$ cat src/rtl/udp_panel_reader.sv
// Panel readback transmitter: reads a run of framebuffer pixels over the ctrl read
// port and streams them as one UDP packet, packed as the inverse of the write path.
`timescale 1ns/1ps

module udp_panel_reader #(
    parameter logic [7:0] PORT_MSB     = 8'h80,
    parameter int         READ_LATENCY = 1,
    parameter int         MAX_WORDS    = 256
) (
    input  logic        clk,
    input  logic        reset,

    input  logic        req_valid,
    output logic        req_ready,
    input  logic [5:0]  req_panel,
    input  logic [13:0] req_addr,
    input  logic [15:0] req_count,
    input  logic [31:0] req_ip,
    input  logic [15:0] req_port,

    output logic [5:0]  ctrl_ren,
    output logic [15:0] ctrl_addr,
    input  logic [23:0] ctrl_rdat,

    output logic        udp_sink_valid,
    output logic        udp_sink_last,
    input  logic        udp_sink_ready,
    output logic [15:0] udp_sink_src_port,
    output logic [15:0] udp_sink_dst_port,
    output logic [31:0] udp_sink_ip_address,
    output logic [15:0] udp_sink_length,
    output logic [31:0] udp_sink_data,

    output logic        busy
);

    typedef enum logic [1:0] {
        S_IDLE,
        S_READ,
        S_WAIT,
        S_SEND
    } state_t;

    localparam logic [2:0]  WAIT_LAST = 3'(READ_LATENCY - 1);
    localparam logic [15:0] MAX_CNT   = 16'(MAX_WORDS);

    function automatic logic [2:0] lowest_idx(input logic [5:0] p);
        logic [2:0] idx;
        idx = 3'd0;
        // Scan downwards so the lowest set bit is the one that sticks.
        for (int i = 5; i >= 0; i--) begin
            if (p[i]) idx = 3'(i);
        end
        return idx;
    endfunction

    state_t      state_q;
    logic [5:0]  panel_oh_q;
    logic [13:0] cur_addr_q;
    logic [15:0] remaining_q;
    logic [2:0]  wait_cnt_q;

    logic [5:0]  ctrl_ren_q;
    logic [15:0] ctrl_addr_q;
    logic        valid_q;
    logic        last_q;
    logic [15:0] src_port_q;
    logic [15:0] dst_port_q;
    logic [31:0] ip_q;
    logic [15:0] length_q;
    logic [31:0] data_q;

    logic [15:0] count_d;
    logic [5:0]  panel_oh_d;
    logic [2:0]  panel_idx_d;
    logic [13:0] next_addr_d;
    logic [31:0] pack_d;
    logic        unused_rdat;

    assign count_d     = (req_count > MAX_CNT) ? MAX_CNT : req_count;
    assign panel_oh_d  = req_panel & (~req_panel + 6'd1);
    assign panel_idx_d = lowest_idx(req_panel);
    assign next_addr_d = cur_addr_q + 14'd1;

    // Address and channel bits interleaved so the word is a valid write payload.
    assign pack_d = {ctrl_rdat[9:8], ctrl_rdat[5:0], ctrl_rdat[19:16], ctrl_rdat[13:10],
                     cur_addr_q[5:0], ctrl_rdat[21:20], cur_addr_q[13:6]};

    assign unused_rdat = ^{ctrl_rdat[23:22], ctrl_rdat[15:14], ctrl_rdat[7:6]};

    always_ff @(posedge clk) begin
        // NOTE: the synchronous reset clears every output register so the sink never sees a stale beat.
        if (reset) begin
            state_q     <= S_IDLE;
            panel_oh_q  <= '0;
            cur_addr_q  <= '0;
            remaining_q <= '0;
            wait_cnt_q  <= '0;
            ctrl_ren_q  <= '0;
            ctrl_addr_q <= '0;
            valid_q     <= 1'b0;
            last_q      <= 1'b0;
            src_port_q  <= '0;
            dst_port_q  <= '0;
            ip_q        <= '0;
            length_q    <= '0;
            data_q      <= '0;
        end else begin
            case (state_q)
                S_IDLE: begin
                    if (req_valid) begin
                        panel_oh_q  <= panel_oh_d;
                        cur_addr_q  <= req_addr;
                        remaining_q <= count_d;
                        src_port_q  <= {PORT_MSB, 2'b00, 3'b000, panel_idx_d};
                        dst_port_q  <= req_port;
                        ip_q        <= req_ip;
                        length_q    <= {count_d[13:0], 2'b00};
                        if (count_d != 16'd0) begin
                            state_q     <= S_READ;
                            ctrl_ren_q  <= panel_oh_d;
                            ctrl_addr_q <= {2'b00, req_addr};
                        end
                    end
                end
                S_READ: begin
                    ctrl_ren_q <= '0;
                    wait_cnt_q <= '0;
                    state_q    <= S_WAIT;
                end
                S_WAIT: begin
                    if (wait_cnt_q == WAIT_LAST) begin
                        data_q  <= pack_d;
                        valid_q <= 1'b1;
                        last_q  <= (remaining_q == 16'd1);
                        state_q <= S_SEND;
                    end else begin
                        wait_cnt_q <= wait_cnt_q + 3'd1;
                    end
                end
                S_SEND: begin
                    if (udp_sink_ready) begin
                        valid_q     <= 1'b0;
                        last_q      <= 1'b0;
                        cur_addr_q  <= next_addr_d;
                        remaining_q <= remaining_q - 16'd1;
                        if (remaining_q == 16'd1) begin
                            state_q <= S_IDLE;
                        end else begin
                            state_q     <= S_READ;
                            ctrl_ren_q  <= panel_oh_q;
                            ctrl_addr_q <= {2'b00, next_addr_d};
                        end
                    end
                end
                default: state_q <= S_IDLE;
            endcase
        end
    end

    assign req_ready           = (state_q == S_IDLE);
    assign busy                = (state_q != S_IDLE);
    assign ctrl_ren            = ctrl_ren_q;
    assign ctrl_addr           = ctrl_addr_q;
    assign udp_sink_valid      = valid_q;
    assign udp_sink_last       = last_q;
    assign udp_sink_src_port   = src_port_q;
    assign udp_sink_dst_port   = dst_port_q;
    assign udp_sink_ip_address = ip_q;
    assign udp_sink_length     = length_q;
    assign udp_sink_data       = data_q;

endmodule

$ cat config.mk
export PLATFORM = sky130hd
export DESIGN_NAME = udp_panel_reader
export DESIGN_NICKNAME = d
export VERILOG_FILES = /design/src/rtl/udp_panel_reader.sv
export SDC_FILE = /design/constraint.sdc
export NUM_CORES = 1
export LEC_CHECK = 0
export CAP_MARGIN = 20
export CORE_MARGIN = 4
export CORE_UTILIZATION = 45
export CTS_BUF_LIST = sky130_fd_sc_hd__clkbuf_16
export CTS_CLUSTER_DIAMETER = 200
export DETAILED_ROUTE_END_ITERATION = 10
export GPL_ROUTABILITY_DRIVEN = 0
export PLACE_DENSITY = 0.79
export REMOVE_ABC_BUFFERS = 1
export SLEW_MARGIN = 20
export SYNTH_ARGS = -nofsm -noshare
export SYNTH_HDL_FRONTEND = slang
export SYNTH_SLANG_ARGS = --single-unit
$ cat constraint.sdc
create_clock -name clk -period 2.4 [get_ports clk]
set_input_delay 0.36 -clock clk [delete_from_list [all_inputs] [get_ports clk]]
set_output_delay 0.36 -clock clk [all_outputs]
set_load 0.02 [all_outputs]
==> results by group <==
Clock network
  – # hold bufs at CTS: 0
  – Clock sinks: 161
  – Reg clk slew, reported paths: around 0.06 ns
  – Setup Buffers After CTS: 0
  – Clock latency on the worst-skew pair: between 0.4 and 0.5 ns
  – Number of H-tree levels: 4
  – Clock buffer count from CTS: 17
  – Clock root cell: clkbuf_16
  – CTS tree: yes
  – CTS max path bufs: 2

Synth
  – Library cells used by synthesis: 58
  – Register bit count reported by yosys: 161
  – Mapped Avg Cell Area: 7.97 um^2
  – Post-synth EDFFs: 0
  – Fraction of registers with async set or reset after synthesis: 0
  – Top_reg_cell synth: dfxtp_1
  – YS warnings: 0
  – Mapped Area: 6870 um^2
  – Seq/Total Area, Yosys: 0.469
  – Syn Inst Count: ~860

Critical path
  – Crit path launch type: register
  – Worst setup path start: state_q[0]
  – Crit-path cells: inv_1 > ha_1 > buf_4 > inv_2 > dlygate4sd2_1
  – Crit path max-delay family: buffers and inverters
  – CP max FO: 6
  – WP data arrival: ~1.8 ns
  – Crit path buf inv count: 4
  – Reg2reg start: state_q[0]
  – Crit Path Category: reg2out
  – Crit end category: output pin
  – Crit path required time: between 2 and 2.5 ns
  – CP peak stage delay: 0.38 ns
  – CP max-delay cell: dfxtp_1

Timing
  – Final Cycle Share: 0.914
  – Least-Margin Pin Slew: 0.651 ns
  – Fmax: 456 MHz
  – Final-report hold violation count: 0
  – Slew headroom: 0.566
  – Post-layout min period: roughly 2.2 ns
  – Slew Viols, Final: 0
  – Setup-failing EPs final: 0
  – Fin worst setup slack: 0.205 ns
  – RSZ-0062 raised after global routing: false
  – Clk_skew: 0.00714 ns

Floorplanning
  – Die Y: 132 um
  – Die Width: between 100 and 150 um
  – Num ports: 250
  – Die ar.: 17300 um^2
  – Core Region: about 15000 um^2
  – Rows: 44
  – Initial Util: 0.466

Routing
  – DRT iter0 DRCs: 638
  – Total number of vias: 6763
  – Drc violations: 0
  – Post-Route WL: 19800 um
  – Antenna Nets Post-Route: 0
  – Wire per inst: 15.5 um
  – Via-to-Cell Ratio: 5.30
  – First-pass DRT Iterations: 8

Run
  – MaxCap Viol Count: 0

GRT
  – Global-route usage over all layers: 0.223
  – Overflow after GRT: 0
  – First-pass GRT wire length: 31900 um
  – Vias in the first global route: 6298
  – Initial antenna violation count: 0
  – Largest net degree at the start of global routing: 70

Final layout
  – Design Area, Final: 9910 um^2
  – Antenna cells: 0
  – Final design utilization: 0.672
  – FILL cells: 1219
  – Layout area overhead: 44.3%
  – Final #Nets: about 1200
  – Layout cells sized above 1: 0.0769
  – Post-Layout Cell Count: 1276

Status
  – Status: completed

Hold path
  – Worst Hold Launch: reset
  – Type of the most critical hold path: in2reg

Pwr
  – Total chip power: 10700 uW
  – Peak supply drop: approximately 0.00055 V
  – Leak pwr: approximately 0.0036 uW
  – Power Density: 1080 nW/um^2

Placed design
  – Hpwl dp: ~14000 um
  – Post-Place Cells: 1247
  – Pre-CTS setup slack: -0.0186 ns
  – Area after DPL: 9390 um^2
  – PortBufs: 227
-- report_power, final --
| group | switching, uW | internal, uW |
|---|---|---|
| registers | 441 | 3220 |
| logic | 2690 | 1900 |
| clock network | 1060 | 1390 |
-- worst reg2reg max path: stages, from the launching register on --
cell and delay (ns):
dfxtp_1 0.38, inv_1 0.11, ha_1 0.27, and4b_1 0.26, a221o_2 0.45, buf_12 0.17, or3_1 0.34, a21oi_1 0.12
-- layer usage --
metal	vias up	share of wire	GRT usage
met3	19	0.096	0.0982
met2	261	0.46	0.358
met4	0	0.013	0.0607
met1	3099	0.43	0.273
li1	3384	-	-
met5	-	0	0
-- cell usage after synthesis, types with 2 or more instances --
cell / instances / area share
a2111o_1: 2 / 0.0033
a2111oi_0: 3 / 0.0038
a211o_1: 2 / 0.0026
a211oi_1: 6 / 0.0066
a21o_1: 2 / 0.0022
a21oi_1: 143 / 0.10
a22oi_1: 3 / 0.0033
a311oi_1: 7 / 0.0089
a31oi_1: 11 / 0.010
a32oi_1: 5 / 0.0064
and2_1: 7 / 0.0064
buf_1: 3 / 0.0016
buf_2: 10 / 0.0073
buf_4: 17 / 0.019
clkbuf_1: 46 / 0.025
dfxtp_1: 161 / 0.47
ha_1: 9 / 0.016
inv_1: 12 / 0.0066
mux2_2: 2 / 0.0033
mux2i_1: 6 / 0.0087
nand2_1: 208 / 0.11
nand2b_1: 8 / 0.0073
nand3_1: 36 / 0.026
nand4_1: 4 / 0.0036
nor2_1: 43 / 0.023
nor2b_1: 3 / 0.0027
nor3_1: 11 / 0.0080
nor3_2: 2 / 0.0029
nor3b_1: 2 / 0.0022
nor4_1: 10 / 0.0091
nor4_2: 3 / 0.0055
nor4b_1: 2 / 0.0026
o211ai_1: 6 / 0.0066
o21ai_0: 13 / 0.0095
o21ai_1: 10 / 0.0073
o31ai_1: 2 / 0.0022
or2_2: 2 / 0.0018
or3_1: 8 / 0.0073
or4_1: 6 / 0.0066
xnor2_1: 6 / 0.0076
xor2_1: 3 / 0.0038
-- layout by cell type (no fill, tap or decap), types with 4 or more instances in the layout --
| cell type | synthesis | final |
|---|---|---|
| a311oi_1 | 7 | 7 |
| inv_1 | 12 | 14 |
| nand3_1 | 36 | 36 |
| mux2i_1 | 6 | 6 |
| o211ai_1 | 6 | 6 |
| clkinvlp_4 | 0 | 4 |
| o21ai_0 | 13 | 13 |
| nand2_1 | 208 | 207 |
| nand2b_1 | 8 | 8 |
| a21oi_1 | 143 | 143 |
| buf_12 | 0 | 4 |
| a31oi_1 | 11 | 11 |
| a211oi_1 | 6 | 6 |
| buf_4 | 17 | 33 |
| xnor2_1 | 6 | 6 |
| nor4_1 | 10 | 10 |
| ha_1 | 9 | 8 |
| clkbuf_16 | 0 | 17 |
| clkdlybuf4s50_1 | 0 | 225 |
| or3_1 | 8 | 8 |
| a32oi_1 | 5 | 5 |
| nand4_1 | 4 | 4 |
| o21ai_1 | 10 | 10 |
| nor3_1 | 11 | 10 |
| nor2_1 | 43 | 42 |
| and2_1 | 7 | 6 |
| or4_1 | 6 | 6 |
| conb_1 | 1 | 16 |
| dfxtp_1 | 161 | 161 |
-- layout make-up --
type,count,area [um^2],area share
clock buffer,17,425,0.0429
clock inverter,12,98.8,0.00997
tap,184,230,0.0232
timing repair buffer,263,2590,0.261
multi-input combinational,626,3300,0.333
sequential,161,3220,0.325
inverter,13,48.8,0.00492
-- stage by stage --
step | setup TNS (ns) | hold slack [ns]
2_1_floorplan | -33.64 | 0.428
3_3_place_gp | 0 | 0.440
3_5_place_dp | -0.0186 | 0.444
4_1_cts | 0 | 0.367
5_1_grt | 0 | 0.392
6_report | 0 | 0.367
-- kinds of logic after synthesis --
kind of cell             count (synthesis)  synth area share
AND/OR/NAND/NOR                        361             0.241
AO/OA/AOI/OAI                          222             0.186
flip-flops                             161             0.469
buffers and inverters                   90            0.0614
adder cells (fa/ha/maj)                  9            0.0164
XOR/XNOR                                 9            0.0115
multiplexers                             9            0.0137
other                                    1          0.000546
-- flip-flops by register name (all words and copies together), names as in the netlist, 2 cells and up --
| name | count |
|---|---|
| udp_sink_data | 32 |
| udp_sink_ip_address | 32 |
| remaining_q | 16 |
| udp_sink_dst_port | 16 |
| ctrl_addr | 14 |
| cur_addr_q | 14 |
| udp_sink_length | 14 |
| ctrl_ren | 6 |
| panel_oh_q | 6 |
| udp_sink_src_port | 4 |
| wait_cnt_q | 3 |
| state_q | 2 |
-- path summary, 6_finish.rpt --
kind / to / slack (ns) / depth (start not counted)
max: busy / 0.21 / 5
min: udp_sink_src_port[0] / 0.37 / 2
max reg2reg: ctrl_addr[2] / 0.23 / 7
min reg2reg: udp_sink_data[24] / 0.45 / 2
-- timing repair --
item | CTS | global route
gates cloned | 0 | 0
endpoints found under the setup margin | 1 | 1
resized for setup | 1 | 1
(Power assumes the default switching activity.)
